File: config.mk
export PLATFORM = sky130hd
export DESIGN_NAME = spmm_sched
export DESIGN_NICKNAME = d
export VERILOG_FILES = /design/src/rtl/spmm_sched.sv
export SDC_FILE = /design/constraint.sdc
export NUM_CORES = 1
export LEC_CHECK = 0
export CAP_MARGIN = 10
export CORE_MARGIN = 3
export CORE_UTILIZATION = 47
export CTS_CLUSTER_SIZE = 12
export DETAILED_ROUTE_END_ITERATION = 12
export PLACE_DENSITY = 0.85
export SYNTH_ARGS = -nofsm -noshare
export SYNTH_HDL_FRONTEND = slang
export SYNTH_SLANG_ARGS = --single-unit
File: constraint.sdc
create_clock -name clock -period 1.5 [get_ports clock]
set_input_delay 0.375 -clock clock [delete_from_list [all_inputs] [get_ports clock]]
set_output_delay 0.375 -clock clock [all_outputs]
set_load 0.1 [all_outputs]
File: src/rtl/spmm_sched.sv
// Job-level sequencer for the SpMM core: RHS load beats, LHS issue, compute wait, output drain.
// Tracks weight-stationary RHS reuse and output-stationary accumulation across consecutive jobs.
module spmm_sched #(
  parameter int unsigned N       = 16,
  parameter int unsigned BEATS   = N / 4,
  parameter int unsigned TIMEOUT = 1024,
  parameter int unsigned CNT_W   = 16
) (
  input  logic                     clock,
  input  logic                     reset,
  input  logic                     job_valid,
  output logic                     job_ready,
  input  logic                     job_ws,
  input  logic                     job_os,
  input  logic                     job_drain,
  output logic                     rhs_start,
  output logic                     rhs_beat,
  output logic [$clog2(BEATS)-1:0] rhs_beat_idx,
  input  logic                     core_lhs_ready_ns,
  input  logic                     core_lhs_ready_ws,
  input  logic                     core_lhs_ready_os,
  input  logic                     core_lhs_ready_wos,
  output logic                     lhs_start,
  output logic                     lhs_ws,
  output logic                     lhs_os,
  input  logic                     core_out_ready,
  output logic                     out_start,
  output logic                     out_beat_valid,
  output logic [$clog2(BEATS)-1:0] out_beat_idx,
  output logic                     busy,
  output logic                     done,
  output logic                     err_timeout,
  output logic [CNT_W-1:0]         job_count
);

  localparam int unsigned IDX_W  = $clog2(BEATS);
  localparam int unsigned WAIT_W = $clog2(TIMEOUT);
  localparam logic [IDX_W-1:0]  LAST_BEAT = IDX_W'(BEATS - 1);
  localparam logic [WAIT_W-1:0] LAST_WAIT = WAIT_W'(TIMEOUT - 1);

  typedef enum logic [2:0] {
    S_IDLE, S_LOAD, S_ISSUE, S_COMPUTE, S_DRAIN, S_RETIRE
  } state_e;

  state_e              state_q, state_d;
  logic [IDX_W-1:0]    beat_q, beat_d;
  logic [WAIT_W-1:0]   wait_q, wait_d;
  logic                ws_q, ws_d, os_q, os_d, drain_q, drain_d;
  logic                rhs_held_q, rhs_held_d, acc_pending_q, acc_pending_d;
  logic                err_q, err_d;
  logic [CNT_W-1:0]    count_q, count_d;
  logic                job_ready_q, job_ready_d, busy_q, busy_d, done_q, done_d;
  logic                rhs_start_q, rhs_start_d, rhs_beat_q, rhs_beat_d;
  logic [IDX_W-1:0]    rhs_idx_q, rhs_idx_d, out_idx_q, out_idx_d;
  logic                lhs_start_q, lhs_start_d, lhs_ws_q, lhs_ws_d, lhs_os_q, lhs_os_d;
  logic                out_start_q, out_start_d, out_beat_q, out_beat_d;
  logic                mode_ws, mode_os, lhs_rdy;

  // Issue mode: RHS reuse when held, accumulate only if a prior output is pending.
  assign mode_ws = rhs_held_q;
  assign mode_os = os_q && acc_pending_q;

  always_comb begin
    lhs_rdy = core_lhs_ready_ns;
    case ({mode_ws, mode_os})
      2'b10:   lhs_rdy = core_lhs_ready_ws;
      2'b01:   lhs_rdy = core_lhs_ready_os;
      2'b11:   lhs_rdy = core_lhs_ready_wos;
      default: lhs_rdy = core_lhs_ready_ns;
    endcase
  end

  always_comb begin
    state_d       = state_q;
    beat_d        = '0;
    wait_d        = '0;
    ws_d          = ws_q;
    os_d          = os_q;
    drain_d       = drain_q;
    rhs_held_d    = rhs_held_q;
    acc_pending_d = acc_pending_q;
    err_d         = err_q;
    count_d       = count_q;
    lhs_start_d   = 1'b0;
    lhs_ws_d      = 1'b0;
    lhs_os_d      = 1'b0;

    case (state_q)
      S_IDLE: begin
        if (job_valid && job_ready_q) begin
          ws_d    = job_ws;
          os_d    = job_os;
          drain_d = job_drain;
          state_d = rhs_held_q ? S_ISSUE : S_LOAD;
        end
      end
      S_LOAD: begin
        if (beat_q == LAST_BEAT) state_d = S_ISSUE;
        else                     beat_d  = beat_q + 1'b1;
      end
      S_ISSUE: begin
        if (lhs_rdy) begin
          lhs_start_d = 1'b1;
          lhs_ws_d    = mode_ws;
          lhs_os_d    = mode_os;
          state_d     = S_COMPUTE;
        end else if (wait_q == LAST_WAIT) begin
          err_d         = 1'b1;
          rhs_held_d    = 1'b0;
          acc_pending_d = 1'b0;
          state_d       = S_IDLE;
        end else begin
          wait_d = wait_q + 1'b1;
        end
      end
      S_COMPUTE: begin
        if (core_out_ready) begin
          if (drain_q) begin
            state_d = S_DRAIN;
          end else begin
            acc_pending_d = 1'b1;
            state_d       = S_RETIRE;
          end
        end else if (wait_q == LAST_WAIT) begin
          err_d         = 1'b1;
          rhs_held_d    = 1'b0;
          acc_pending_d = 1'b0;
          state_d       = S_IDLE;
        end else begin
          wait_d = wait_q + 1'b1;
        end
      end
      S_DRAIN: begin
        if (beat_q == LAST_BEAT) begin
          acc_pending_d = 1'b0;
          state_d       = S_RETIRE;
        end else begin
          beat_d = beat_q + 1'b1;
        end
      end
      S_RETIRE: begin
        rhs_held_d = ws_q;
        state_d    = S_IDLE;
      end
      default: state_d = S_IDLE;
    endcase

    // Status outputs are registered copies of what the next state implies.
    done_d      = (state_d == S_RETIRE);
    if (done_d) count_d = count_q + 1'b1;
    job_ready_d = (state_d == S_IDLE);
    busy_d      = (state_d != S_IDLE);
    rhs_beat_d  = (state_d == S_LOAD);
    rhs_start_d = rhs_beat_d && (beat_d == '0);
    rhs_idx_d   = rhs_beat_d ? beat_d : '0;
    out_beat_d  = (state_d == S_DRAIN);
    out_start_d = out_beat_d && (beat_d == '0);
    out_idx_d   = out_beat_d ? beat_d : '0;
  end

  always_ff @(posedge clock or negedge reset) begin
    if (!reset) begin
      state_q       <= S_IDLE;
      beat_q        <= '0;
      wait_q        <= '0;
      ws_q          <= 1'b0;
      os_q          <= 1'b0;
      drain_q       <= 1'b0;
      rhs_held_q    <= 1'b0;
      acc_pending_q <= 1'b0;
      err_q         <= 1'b0;
      count_q       <= '0;
      job_ready_q   <= 1'b1;
      busy_q        <= 1'b0;
      done_q        <= 1'b0;
      rhs_start_q   <= 1'b0;
      rhs_beat_q    <= 1'b0;
      rhs_idx_q     <= '0;
      lhs_start_q   <= 1'b0;
      lhs_ws_q      <= 1'b0;
      lhs_os_q      <= 1'b0;
      out_start_q   <= 1'b0;
      out_beat_q    <= 1'b0;
      out_idx_q     <= '0;
    end else begin
      state_q       <= state_d;
      beat_q        <= beat_d;
      wait_q        <= wait_d;
      ws_q          <= ws_d;
      os_q          <= os_d;
      drain_q       <= drain_d;
      rhs_held_q    <= rhs_held_d;
      acc_pending_q <= acc_pending_d;
      err_q         <= err_d;
      count_q       <= count_d;
      job_ready_q   <= job_ready_d;
      busy_q        <= busy_d;
      done_q        <= done_d;
      rhs_start_q   <= rhs_start_d;
      rhs_beat_q    <= rhs_beat_d;
      rhs_idx_q     <= rhs_idx_d;
      lhs_start_q   <= lhs_start_d;
      lhs_ws_q      <= lhs_ws_d;
      lhs_os_q      <= lhs_os_d;
      out_start_q   <= out_start_d;
      out_beat_q    <= out_beat_d;
      out_idx_q     <= out_idx_d;
    end
  end

  assign job_ready      = job_ready_q;
  assign busy           = busy_q;
  assign done           = done_q;
  assign err_timeout    = err_q;
  assign job_count      = count_q;
  assign rhs_start      = rhs_start_q;
  assign rhs_beat       = rhs_beat_q;
  assign rhs_beat_idx   = rhs_idx_q;
  assign lhs_start      = lhs_start_q;
  assign lhs_ws         = lhs_ws_q;
  assign lhs_os         = lhs_os_q;
  assign out_start      = out_start_q;
  assign out_beat_valid = out_beat_q;
  assign out_beat_idx   = out_idx_q;

endmodule

Yosys cells after proc, flatten, opt, wreduce, memory -nomap -nowiden
Cells that the tools add are included.
Operators by class
  add/subtract/negate cells: 3
  eq/ne operators: 17
  muxes and demuxes: 38
  reductions and logical operators: 16
Operator list (count)
  $mux 10: 3
  $pmux 10 s2: 1
  $mux 1: 18
  $mux 3: 6
  $add 16x1->16 const B: 1
  $pmux 3 s5: 1
  $eq 3x3->1 const B: 4
  $add 10x1->10 const B: 1
  $eq 10x10->1 const B: 1
  $mux 2: 5
  $pmux 1 s3: 3
  $reduce_bool 3->1: 3
  $eq 2x2->1 const B: 3
  $eq 3x1->1 const B: 2
  $eq 3x2->1 const B: 2
  $logic_not 3->1: 2
  $ne 2x2->1 const B: 3
  $reduce_and 3->1: 2
  $logic_and 1x1->1: 4
  $reduce_and 4->1: 1
  $ne 3x3->1 const B: 1
  $add 2x1->2 const B: 1
  $eq 2x1->1 const B: 1
  $logic_not 2->1: 1
  4 further kinds: 4
Storage, ports and cells
  flip-flop bits (word level): 51
  word-level logic and storage cells: 96

Depth between registers and ports, before layout
Gate-level depths: netlist of run 1.
  word-level depth: 7
  gate-level depth with buffers: 8

Worst setup path before layout of run 1
OpenSTA, ideal clock, no wires.
  path kind: register to register
  start: register count_q[0] (netlist: job_count[0])
  end: register count_q[10] (netlist: job_count[10])
  library setup time: 160 ps
  data arrival time: 1899 ps
  data required time: 1340 ps
  path slack: -559 ps
  cell stages (with the launch flop): 6
  clock period less this slack: 2059 ps
  cell sequence: dfrtp_1 > ha_1 > and3_1 > and2_1 > o2111ai_1 > xnor2_1
On the way
  longest elaborated chain between the ends: 1
RTL lines
  from (decl): line 51  | logic [CNT_W-1:0] count_q, count_d;
  from (signal assigned): line 195  | count_q <= count_d;
  $add 16x1->16: line 150  | if (done_d) count_d = count_q + 1'b1;
Every way passes these cells.
A chain may end at the register's enable or synchronous reset.

Worst setup path after layout of run 1
  start: register job_ready_q (netlist: job_ready)
  end: register os_q
On the way
  longest elaborated chain between the ends: 2
RTL lines
  from (decl): line 52  | logic job_ready_q, job_ready_d, busy_q, busy_d, done_q, done_d;
  from (signal assigned): line 196  | job_ready_q <= job_ready_d;
  $logic_and 1x1->1: line 90  | if (job_valid && job_ready_q) begin
  $reduce_and 2->1 (no source line)
  to (signal assigned): line 190  | os_q <= os_d;
  to (decl): line 48  | logic ws_q, ws_d, os_q, os_d, drain_q, drain_d;
Every way passes these cells.

==> results.yml, run 1 <==
outcome:
  outcome: "finished, violations left"
  violations: "negative setup slack"
finish:
  final.fill_count: 219
  final_common_cell: "buf_4"
  stdcell_area_mm2: 0.004089
  nets: 329
  layout_common_cells: "buf_4 (39), buf_12 (35), dfrtp_1 (34), xnor2_1 (19)"
  area_delta_synth_final_pct: 68.63
  layout-drive-gt1-share: 0.5095
  antennaDiodeCount: 0
  final_util: 0.8434
synth:
  synthDistinctLibCells: 48
  yosysTopAreaCellShare: 0.5160
  synthFlopType: "dfrtp_1"
  synth_seq_cells: 51
  synth_area_mm2: 0.002425
  yosysWarnings: 0
  synth.area.top_cells: "dfrtp_1 (52%), xnor2_1 (7.2%), nor2_1 (3.6%)"
  yosysTopAreaCell: "dfrtp_1"
  synth_edf_count: 0
  syn_area_per_cell_um2: 11.28
  seq_area_frac_synth: 0.5268
  synth_nets: 229
  async_reset_ff_frac: 1.000
  postSynthCellCount: 215
die:
  initial_utilization: 0.5001
  die_h_um: 77.83
  row_count: 25
  dieArea_mm2: 0.006057
  die_w_um: 77.83
  fp.coreArea_mm2: 0.004848
  io_pins: 42
timing:
  rsz0062_at_grt: "yes"
  hold_viol: 0
  max_clock_freq_ghz: 0.5612
  slew_headroom: 0.7310
  post-route-min-period_ps: 1782
  fin_crit_sh: 1.188
  fin_tns_setup_ps: -7275
  clock_skew_ps: 19.81
  tightest_slew_ps: 402.0
  layout_setup_ws_ps: -281.8
  drv_slew: 0
  setup_viol_count_final: 46
global_routing:
  grt_pass1_vias: 2162
  grt_max_degree: 23
  grt_antenna_before_repair: 0
  use_met1: 0.2788
  grt_overflow_total: 0
  top_usage_layer: "met2"
  grt_usage: 0.2369
  grt_pass1_wl_mm: 11.06
  met3_usage: 0.05104
  grt_use_met2: 0.4178
power:
  cellPowerDensity_mw_per_mm2: 1750
  p_leak_uw: 0.001732
  peakVddDrop_mv: 1.823
clock_tree:
  cts_tree: "yes"
  cts_buffer_depth: 2
  cts_root_buf: "clkbuf_8"
  clk_pin_slew_worst_paths_ps: 110
  clock_latency_ps: 330
  h-tree-depth: 2
  numCtsBuffers: 5
  cts_num_sinks: 51
worst_setup_path:
  reg2regPathDepth: 6
  worstSetupEndpointType: "register"
  crit_required_ps: 1710
  worst-setup-path-type: "reg -> reg"
  cp_max_fo: 4
  cp-start-kind: "register"
  cp.arrival_ps: 1990
placement:
  place_congestion: 0.8431
  place_area_mm2: 0.003545
  dp_slack_ps: -522.6
  dpl.hpwl_mm: 4.324
  io_buffers: 41
route:
  ant_nets: 0
  vias: 2252
  wl_mm: 8.507
  first_pass_iters: 4
  drcViolationCount: 0
  wire_per_inst_um: 22.21
  first_iter_violations: 210
  viasPerCell: 5.880
flow_run:
  cap_viol_max_count: 0
hold_path:
  hold_class: "in -> async"
## cells in the mapped netlist, drive strengths merged (3+ instances only)
library cell and number:
and2 4, nand2b 3, xor2 4, and3 5, ha 3, buf 7
o2111ai 8, nand4 3, or2 3, mux2 5, nor3 8, nand3 11
xnor2 20, inv 7, o211ai 5, a21oi 6, nand3b 5, nand2 8
dfrtp 50, nor2 23
## critical path, cell delays in order, from the launching register on
cell and delay [ps]:
dfstp_4 650, nand4bb_4 130, buf_4 170, buf_6 110, nor2_4 130, buf_6 140
mux2_1 340
## cell type report
class	count	area [um2]	share of cell area
clock inverter	2	12.51	0.003060
multi-input combinational	150	1324	0.3237
tap	67	83.83	0.02050
timing repair buffer	100	1261	0.3084
clock buffer	6	72.57	0.01775
sequential	51	1306	0.3195
inverter	7	28.78	0.007038
## path summary, 6_finish.rpt
| kind | endpoint | slack (ps) | start |
|---|---|---|---|
| worst min register to register | job_count[12] | 530 | job_count[12] |
| max in group asynchronous | job_count[3] | 430 | reset |
| worst max register to register | os_q | -280 | job_ready |
| worst max-delay path | os_q | -280 | job_ready |
| worst min-delay path | acc_pending_q | 500 | reset |
| min in group clock | job_count[12] | 530 | job_count[12] |
## flip-flops by register name (all words and copies together) (netlist names), 2 cells and up
register and count:
out_beat_idx 2, state_q 3, wait_q 10, job_count 16, beat_q 2, rhs_beat_idx 2
## metal layers
metal	vias to the layer above	wire length, um	share of wire
met4	0	239	0.028
met5	-	0	0
met3	21	570	0.067
met2	117	4410	0.52
met1	1149	3286	0.39
li1	965	-	-
## where the power goes
part           switching [uW]  internal [uW]
combinational            2530           1800
clock                     482            327
sequential                310           1700
## repair_timing
action,4_1_cts,5_1_grt
endpoints found under the setup margin,47,49
resized for setup,32,39
buffers inserted,4,16
pin swaps,9,18
hold buffers,1,0
hold endpoints to repair,13,0
## logic make-up (layout without fill, tap and decap cells)
family          Yosys count  count (layout)  share of synthesized area
fa+ha+maj                 3               3                    0.01548
flops                    51              51                     0.5268
mux                       6               6                    0.02735
compound gates           30              30                     0.1104
xor+xnor                 24              24                    0.08669
buf+inv                  14             115                    0.03405
simple gates             87              87                     0.1992
## stage by stage
stage	std cells	total power [uW]	hold slack, ps
6_report	383	7154	497.6
5_1_grt	383	7409	531.2
4_1_cts	367	6498	510.1
3_5_place_dp	354	5363	317.2
3_3_place_gp	354	5266	312.4
2_1_floorplan	215	3962	79.41
Power figures use the tool's default switching activity.
==> run 2: changes to the inputs <==
--- a/config.mk
+++ b/config.mk
@@ -8,7 +8,7 @@
 export CAP_MARGIN = 10
 export CORE_MARGIN = 3
 export CORE_UTILIZATION = 47
-export CTS_CLUSTER_SIZE = 12
+export CTS_CLUSTER_SIZE = 20
 export DETAILED_ROUTE_END_ITERATION = 12
 export PLACE_DENSITY = 0.85
 export SYNTH_ARGS = -nofsm -noshare
==> results of run 2 <==
No change in the layout: final DEF, timing and power equal those of run 1.
